File: src/rtl/uart_tx_arbiter.sv
`default_nettype none
// +--------------------------------------------------------------------------+
// | uart_tx_arbiter: grants one of N_REQ byte requesters to a shared UART tx. |
// | Define UART_ARB_RR_EN for round-robin, else fixed priority. Rev 1.0       |
// +--------------------------------------------------------------------------+
module uart_tx_arbiter #(
  parameter int N_REQ        = 4,
  parameter int BUSY_TIMEOUT = 8
) (
  input  logic                     clk,
  input  logic                     rst,
  input  logic [N_REQ-1:0]         req_valid,
  input  logic [8*N_REQ-1:0]       req_data,
  output logic [N_REQ-1:0]         req_ready,
  output logic                     tx_load,
  output logic [7:0]               tx_data,
  input  logic                     tx_busy,
  output logic [$clog2(N_REQ)-1:0] grant_id,
  output logic                     active,
  output logic                     done,
  output logic                     err_timeout
);

  localparam int IDW = $clog2(N_REQ);

  localparam logic [1:0] S_IDLE      = 2'd0;
  localparam logic [1:0] S_LOAD      = 2'd1;
  localparam logic [1:0] S_WAIT_BUSY = 2'd2;
  localparam logic [1:0] S_WAIT_DONE = 2'd3;

  localparam logic [7:0] C_CNT_LAST = 8'(BUSY_TIMEOUT - 1);

  logic [1:0]       state_q, state_d;
  logic [7:0]       cnt_q, cnt_d;
  logic [N_REQ-1:0] ready_q, ready_d;
  logic             load_q, load_d;
  logic [7:0]       data_q, data_d;
  logic [IDW-1:0]   gid_q, gid_d;
  logic             active_q, active_d;
  logic             done_q, done_d;
  logic             err_q, err_d;

  logic             win_found;
  logic [IDW-1:0]   win_idx;
  logic             grant;

`ifdef UART_ARB_RR_EN
  logic [IDW-1:0] ptr_q;
  logic           hi_found, lo_found;
  logic [IDW-1:0] hi_idx, lo_idx;

  // Prefer the lowest valid index above the pointer, else wrap to the lowest overall.
  always_comb begin
    hi_found = 1'b0;
    lo_found = 1'b0;
    hi_idx   = '0;
    lo_idx   = '0;
    for (int i = N_REQ - 1; i >= 0; i--) begin
      if (req_valid[i]) begin
        if (IDW'(i) > ptr_q) begin
          hi_found = 1'b1;
          hi_idx   = IDW'(i);
        end
        lo_found = 1'b1;
        lo_idx   = IDW'(i);
      end
    end
    win_found = lo_found;
    win_idx   = hi_found ? hi_idx : lo_idx;
  end

  always_ff @(posedge clk) begin
    if (rst) begin
      ptr_q <= IDW'(N_REQ - 1);
    end else if (grant) begin
      ptr_q <= win_idx;
    end
  end
`else
  always_comb begin
    win_found = 1'b0;
    win_idx   = '0;
    for (int i = N_REQ - 1; i >= 0; i--) begin
      if (req_valid[i]) begin
        win_found = 1'b1;
        win_idx   = IDW'(i);
      end
    end
  end
`endif

  assign grant = (state_q == S_IDLE) && win_found && !tx_busy;

  always_comb begin
    state_d = state_q;
    cnt_d   = cnt_q;
    ready_d = '0;
    load_d  = 1'b0;
    data_d  = data_q;
    gid_d   = gid_q;
    done_d  = 1'b0;
    err_d   = 1'b0;
    case (state_q)
      S_IDLE: begin
        if (grant) begin
          state_d = S_LOAD;
          ready_d = N_REQ'(1) << win_idx;
          load_d  = 1'b1;
          data_d  = req_data[8*win_idx +: 8];
          gid_d   = win_idx;
        end
      end
      S_LOAD: begin
        cnt_d   = '0;
        state_d = S_WAIT_BUSY;
      end
      S_WAIT_BUSY: begin
        // A byte that never started is dropped, not retried.
        if (tx_busy) begin
          state_d = S_WAIT_DONE;
        end else if (cnt_q == C_CNT_LAST) begin
          err_d   = 1'b1;
          state_d = S_IDLE;
        end else begin
          cnt_d = cnt_q + 8'd1;
        end
      end
      S_WAIT_DONE: begin
        if (!tx_busy) begin
          done_d  = 1'b1;
          state_d = S_IDLE;
        end
      end
      default: state_d = S_IDLE;
    endcase
    active_d = (state_d != S_IDLE);
  end

  always_ff @(posedge clk) begin
    if (rst) begin
      state_q  <= S_IDLE;
      cnt_q    <= '0;
      ready_q  <= '0;
      load_q   <= 1'b0;
      data_q   <= '0;
      gid_q    <= '0;
      active_q <= 1'b0;
      done_q   <= 1'b0;
      err_q    <= 1'b0;
    end else begin
      state_q  <= state_d;
      cnt_q    <= cnt_d;
      ready_q  <= ready_d;
      load_q   <= load_d;
      data_q   <= data_d;
      gid_q    <= gid_d;
      active_q <= active_d;
      done_q   <= done_d;
      err_q    <= err_d;
    end
  end

  assign req_ready   = ready_q;
  assign tx_load     = load_q;
  assign tx_data     = data_q;
  assign grant_id    = gid_q;
  assign active      = active_q;
  assign done        = done_q;
  assign err_timeout = err_q;

endmodule
`default_nettype wire

File: config.mk
export PLATFORM = sky130hd
export DESIGN_NAME = uart_tx_arbiter
export DESIGN_NICKNAME = d
export VERILOG_FILES = /design/src/rtl/uart_tx_arbiter.sv
export SDC_FILE = /design/constraint.sdc
export NUM_CORES = 1
export LEC_CHECK = 0
export BUFFER_PORTS_ARGS = -buffer_cell sky130_fd_sc_hd__clkbuf_2
export CORE_MARGIN = 5
export CORE_UTILIZATION = 40
export DETAILED_ROUTE_END_ITERATION = 10
export PLACE_DENSITY = 0.75
export SLEW_MARGIN = 20
export SYNTH_ARGS = -nofsm -noshare
export SYNTH_HDL_FRONTEND = slang
export SYNTH_SLANG_ARGS = --single-unit
File: constraint.sdc
create_clock -name clk -period 3.5 [get_ports clk]
set_clock_uncertainty 0.2 [all_clocks]
set_input_delay 0.525 -clock clk [delete_from_list [all_inputs] [get_ports clk]]
set_output_delay 0.525 -clock clk [all_outputs]
set_load 0.01 [all_outputs]
=== After elaboration in Yosys (flattened, before gate mapping) ===
Cells that the tools add are included.
W data, S select, Z words.

* Register bits after elaboration: 28
* Input port bits: 39
* Output and inout port bits: 18
* Logic and storage cells: 53

* Add/subtract/negate cells: 1
* Eq/ne operators: 6
* Shift-type cells: 2
* Multiplexer cells: 19
* Bitwise gates (word level): 4
* Reduce and logical (&&, ||, !) cells: 12

{| class="wikitable"
|+ Operators with widths
! cell !! count
|-
| $shiftx A32 B6 Y8 || 1
|-
| $mux W2 || 8
|-
| $mux W8 || 2
|-
| $pmux W8 S2 || 1
|-
| $add A8 B1 Y8 const B || 1
|-
| $eq A8 B3 Y1 const B || 1
|-
| $pmux W2 S4 || 1
|-
| $mux W1 || 7
|-
| $reduce_or A3 Y1 || 2
|-
| $eq A2 B2 Y1 const B || 2
|-
| $ne A2 B2 Y1 const B || 2
|-
| $not A1 Y1 || 4
|-
| $reduce_bool A2 Y1 || 2
|-
| $reduce_or A2 Y1 || 2
|-
| $shl A1 B2 Y4 const A || 1
|-
| $reduce_and A3 Y1 || 1
|-
| $eq A2 B1 Y1 const B || 1
|-
| $logic_and A1 B1 Y1 || 2
|-
| $logic_not A2 Y1 || 1
|-
| $reduce_and A2 Y1 || 1
|-
| $logic_not A1 Y1 || 1
|}

=== Longest topological paths before layout ===
* Depth after elaboration: 9
* Depth in mapped cells: 7
* Gate-level depth less buffers: 5

=== Worst setup path before layout ===
Ideal clock, no wire load.

* Kind: input-to-reg
* Start point: in req_valid[0]
* End point: reg data_q[0] (netlist: tx_data[0])
* Library setup time: 0.101 ns
* Arrival time: 1.493 ns
* Data required time: 3.199 ns
* Setup slack: 1.706 ns
* Cell stages on the path: 6
* Path buffers: 2
* Path through: nor4_1 nand2b_1 buf_2 buf_2 nand3b_1 o41ai_1

* Word-level cells in the longest chain between the ends: 4
* Elaborated cells on any way between the ends: 6
* Those cells by class: shift: 1; mux: 2; reduce/logical: 3

{| class="wikitable"
|+ Ends and longest elaborated chain
! what !! RTL line !! source
|-
| from (decl) || 12 || <nowiki>input logic [N_REQ-1:0] req_valid,</nowiki>
|-
| parallel branches: the longest is 4 deep, another holds $shiftx A32 B6 Y8 || n/a ||
|-
| to (signal assigned) || 155 || <nowiki>data_q <= data_d;</nowiki>
|-
| to (decl) || 37 || <nowiki>logic [7:0] data_q, data_d;</nowiki>
|}

Parallel ways; which one is timed is not known.
A chain may end at the register's enable or synchronous reset.

=== Worst setup path in the final report ===
* Start point: reg state_q[0]
* End point: reg gid_q[0] (netlist: grant_id[0])

* Word-level cells in the longest chain between the ends: 4

{| class="wikitable"
|+ Ends and longest elaborated chain
! what !! RTL line !! source
|-
| from (decl) || 33 || <nowiki>logic [1:0] state_q, state_d;</nowiki>
|-
| from (signal assigned) || 151 || <nowiki>state_q <= state_d;</nowiki>
|-
| $logic_not A2 Y1 * || 92, 103 ||
|-
| $logic_and A1 B1 Y1 (2 in series) || 92 || <nowiki>assign grant = (state_q == S_IDLE) && win_found && !tx_busy;</nowiki>
|-
| $reduce_and A2 Y1 (no line) * || n/a ||
|-
| to (signal assigned) || 156 || <nowiki>gid_q <= gid_d;</nowiki>
|-
| to (decl) || 38 || <nowiki>logic [IDW-1:0] gid_q, gid_d;</nowiki>
|}

Mark *: on every way between the ends. The rest lies on a longest branch, timed or not.

==> impl_metrics.csv <==
group,metric,value,unit
clock_tree,cts_buffers,3,
routing,viasPerCell,5.23,
die,pin_count,57,
die,placementRows,20,
outcome,status,"finished, final reports clean",
synth,synthesis.area,1310,µm²
power_and_ir_drop,p_seq_share,51.9,%
clock_tree,cts_setup_buffers,0,
sta,max_freq,499,MHz
sta,fin_tns_setup,0,ns
routing,drt-total-wl,3240,µm
global_route,antenna_found_initial,0,
global_route,grt_pass1_wl,5570,µm
clock_tree,cts-root-buf,"clkbuf_4",
layout,final_util,53.6,%
synth,synth_edf_count,0,
synth,synth.top_cell.area_share,42.8,%
setup_path,worst-setup-path-type,"reg2reg",
sta,rsz0062_at_grt,"no",
routing,drc,0,
power_and_ir_drop,clock_power_share,31.1,%
global_route,grtUsageTotal,15.9,%
sta,fin_crit_sh,57.2,%
clock_tree,clock_path_buffers,2,
synth,synth.distinct_cells,33,
layout,final_layout_size_suffix_gt1_share,32.0,%
layout,final-seq-area,561,µm²
routing,dr.first_iter.drc_count,73,
layout,final_cell_mix,"56 x clkbuf_2, 28 x dfxtp_1, 17 x nor2_1",
die,chipWidth,67.2,µm
clock_tree,holdBufCountCts,0,
global_route,grt_pass1_vias,1250,
power_and_ir_drop,swShare,24.8,%
synth,synth_seq_cells,28,
routing,vias,1275,
clock_tree,ctsHtreeMaxLevel,1,
setup_path,setup.worst_path.end_class,"register",
sta,setup_violations,0,
synth,synth_area_leaders,"dfxtp_1 43%, o2bb2ai_1 5.3%, o41ai_1 5.3%, nand3b_1 5.2%, nor2_1 4.9%",
placement,portBuffers,56,
sta,drv_slew,0,
power_and_ir_drop,max-vdd-ir-drop,0.200,mV
routing,wl_per_cell,13.3,µm
sta,hold_ws,0.236,ns
placement,dp_hpwl,2560,µm
sta,finalHoldViolations,0,
sta,period_minus_slack,2.00,ns
layout,diodes,0,
routing,drtPass1Iterations,4,
routing,postRouteAntennaNets,0,
clock_tree,cts.sinks,28,
placement,placed_area,1610,µm²
setup_path,cp_max_fo,19,
die,fp.coreArea,3100,µm²
sta,maxSlewHeadroom,55.7,%
synth,synth_area_leader_cell,"dfxtp_1",
synth,synth_ff_type,"dfxtp_1",
worst_hold_path,hold_class,"in2reg",
die,start_util,42.2,%
layout,nets,241,
global_route,grt_max_degree,29,
clock_tree,cts_tree,"yes",
power_and_ir_drop,power_density,402,nW/µm²
run,max_cap_viol_count,0,
layout,multi_input_area,704,µm²
placement,globalplace.congestion,0.808,
clock_tree,clk-insertion-delay-late,0.32,ns
power_and_ir_drop,leakagePower,0.701,nW
power_and_ir_drop,intPower,0.504,mW
synth,async_flop_share,0,%
power_and_ir_drop,combPwrFrac,17.0,%
power_and_ir_drop,p_sw,0.166,mW
setup_path,crit_required,3.56,ns
clock_tree,clk_pin_slew,0.15,ns
layout,num-fill-cells,331,
global_route,grt_overflow_total,0,
die,die_h,67.2,µm
synth,yosysSeqAreaShare,42.8,%
synth,synthCells,148,
layout,final_common_cell,"clkbuf_2",
setup_path,arrival,2.07,ns
sta,worst_pin_slew,0.665,ns
synth,avgSynthCellArea,8.85,µm²
synth,syn_nets,188,
die,fp.dieArea,4520,µm²
layout,syn2layout_area_growth,27.0,%
layout,final_area,1660,µm²
clock_tree,cts_resized,0,
synth,yosysWarningCount,0,
setup_path,critPathLaunchType,"register",
[critical path, stage by stage (launching register included)]
cell and delay, ns:
dfxtp_1 0.39, nor3_1 0.37, nand2b_1 0.45, a211o_1 0.40, a21oi_1 0.13
[flip-flops by register name (all words and copies together) (netlist names)]
register,cells
active,1
cnt_q,8
done,1
err_timeout,1
grant_id,2
req_ready,4
state_q,2
tx_data,8
tx_load,1
[per-stage QoR]
step	instances	setup slack [ns]	power, mW
after floorplan	148	1.71	0.420
after global placement	240	1.30	0.468
after detailed placement	240	1.24	0.469
after CTS	244	1.49	0.680
after global routing	244	1.28	0.712
final	244	1.50	0.670
[cells in the mapped netlist (all sizes together) (2+ instances only)]
cell     number
clkbuf        5
and3          2
a21oi         7
nand3b        9
o31a          2
nor4          4
o2bb2ai       8
o311ai        2
inv           3
o41ai         8
o22ai         8
xnor2         2
o21ai         3
dfxtp        28
xor2          3
buf           3
nor3          6
nand2b        8
nor2         18
nand4         2
nand2         7
[power groups by stage]
stage / Sequential [mW] / Combinational [mW] / Clock (mW)
floorplan: 0.358 / 0.0619 / 0
global placement: 0.355 / 0.113 / 0
detailed placement: 0.355 / 0.115 / 0
CTS: 0.348 / 0.115 / 0.217
global route: 0.351 / 0.126 / 0.235
finish: 0.348 / 0.114 / 0.208
[final timing paths]
check / startpoint / endpoint / slack, ns / depth (start not counted)
setup reg to reg: state_q[0] / grant_id[0] / 1.50 / 4
hold / removal: req_valid[1] / req_ready[3] / 0.24 / 2
hold reg to reg: grant_id[0] / grant_id[0] / 0.27 / 2
setup / recovery: state_q[0] / grant_id[0] / 1.50 / 4
[cells by family after synthesis]
| kind of cell | count (synthesis) | synth area share, % |
|---|---|---|
| compound gates | 39 | 21.7 |
| xor+xnor | 5 | 3.34 |
| fa+ha+maj | 1 | 0.955 |
| buf+inv | 11 | 3.44 |
| flops | 28 | 42.8 |
| mux | 1 | 1.15 |
| simple gates | 63 | 26.6 |
[metal layers]
layer	part of all wire (%)	track usage, %	wire length [µm]
met5	0	0	0
met4	0.59	5.32	19
met2	48	26.1	1540
met3	6.9	4.66	223
met1	45	19.7	1450
[layout make-up]
| class | count | area share, % |
|---|---|---|
| repair buffers | 56 | 16.8 |
| clock buffers | 3 | 1.35 |
| clock inverters | 1 | 1.80 |
| well taps | 44 | 3.31 |
| multi-input cells | 109 | 42.3 |
| inverters | 3 | 0.677 |
| flip-flops and latches | 28 | 33.7 |
Note: power is estimated with default switching activity, not from simulation.
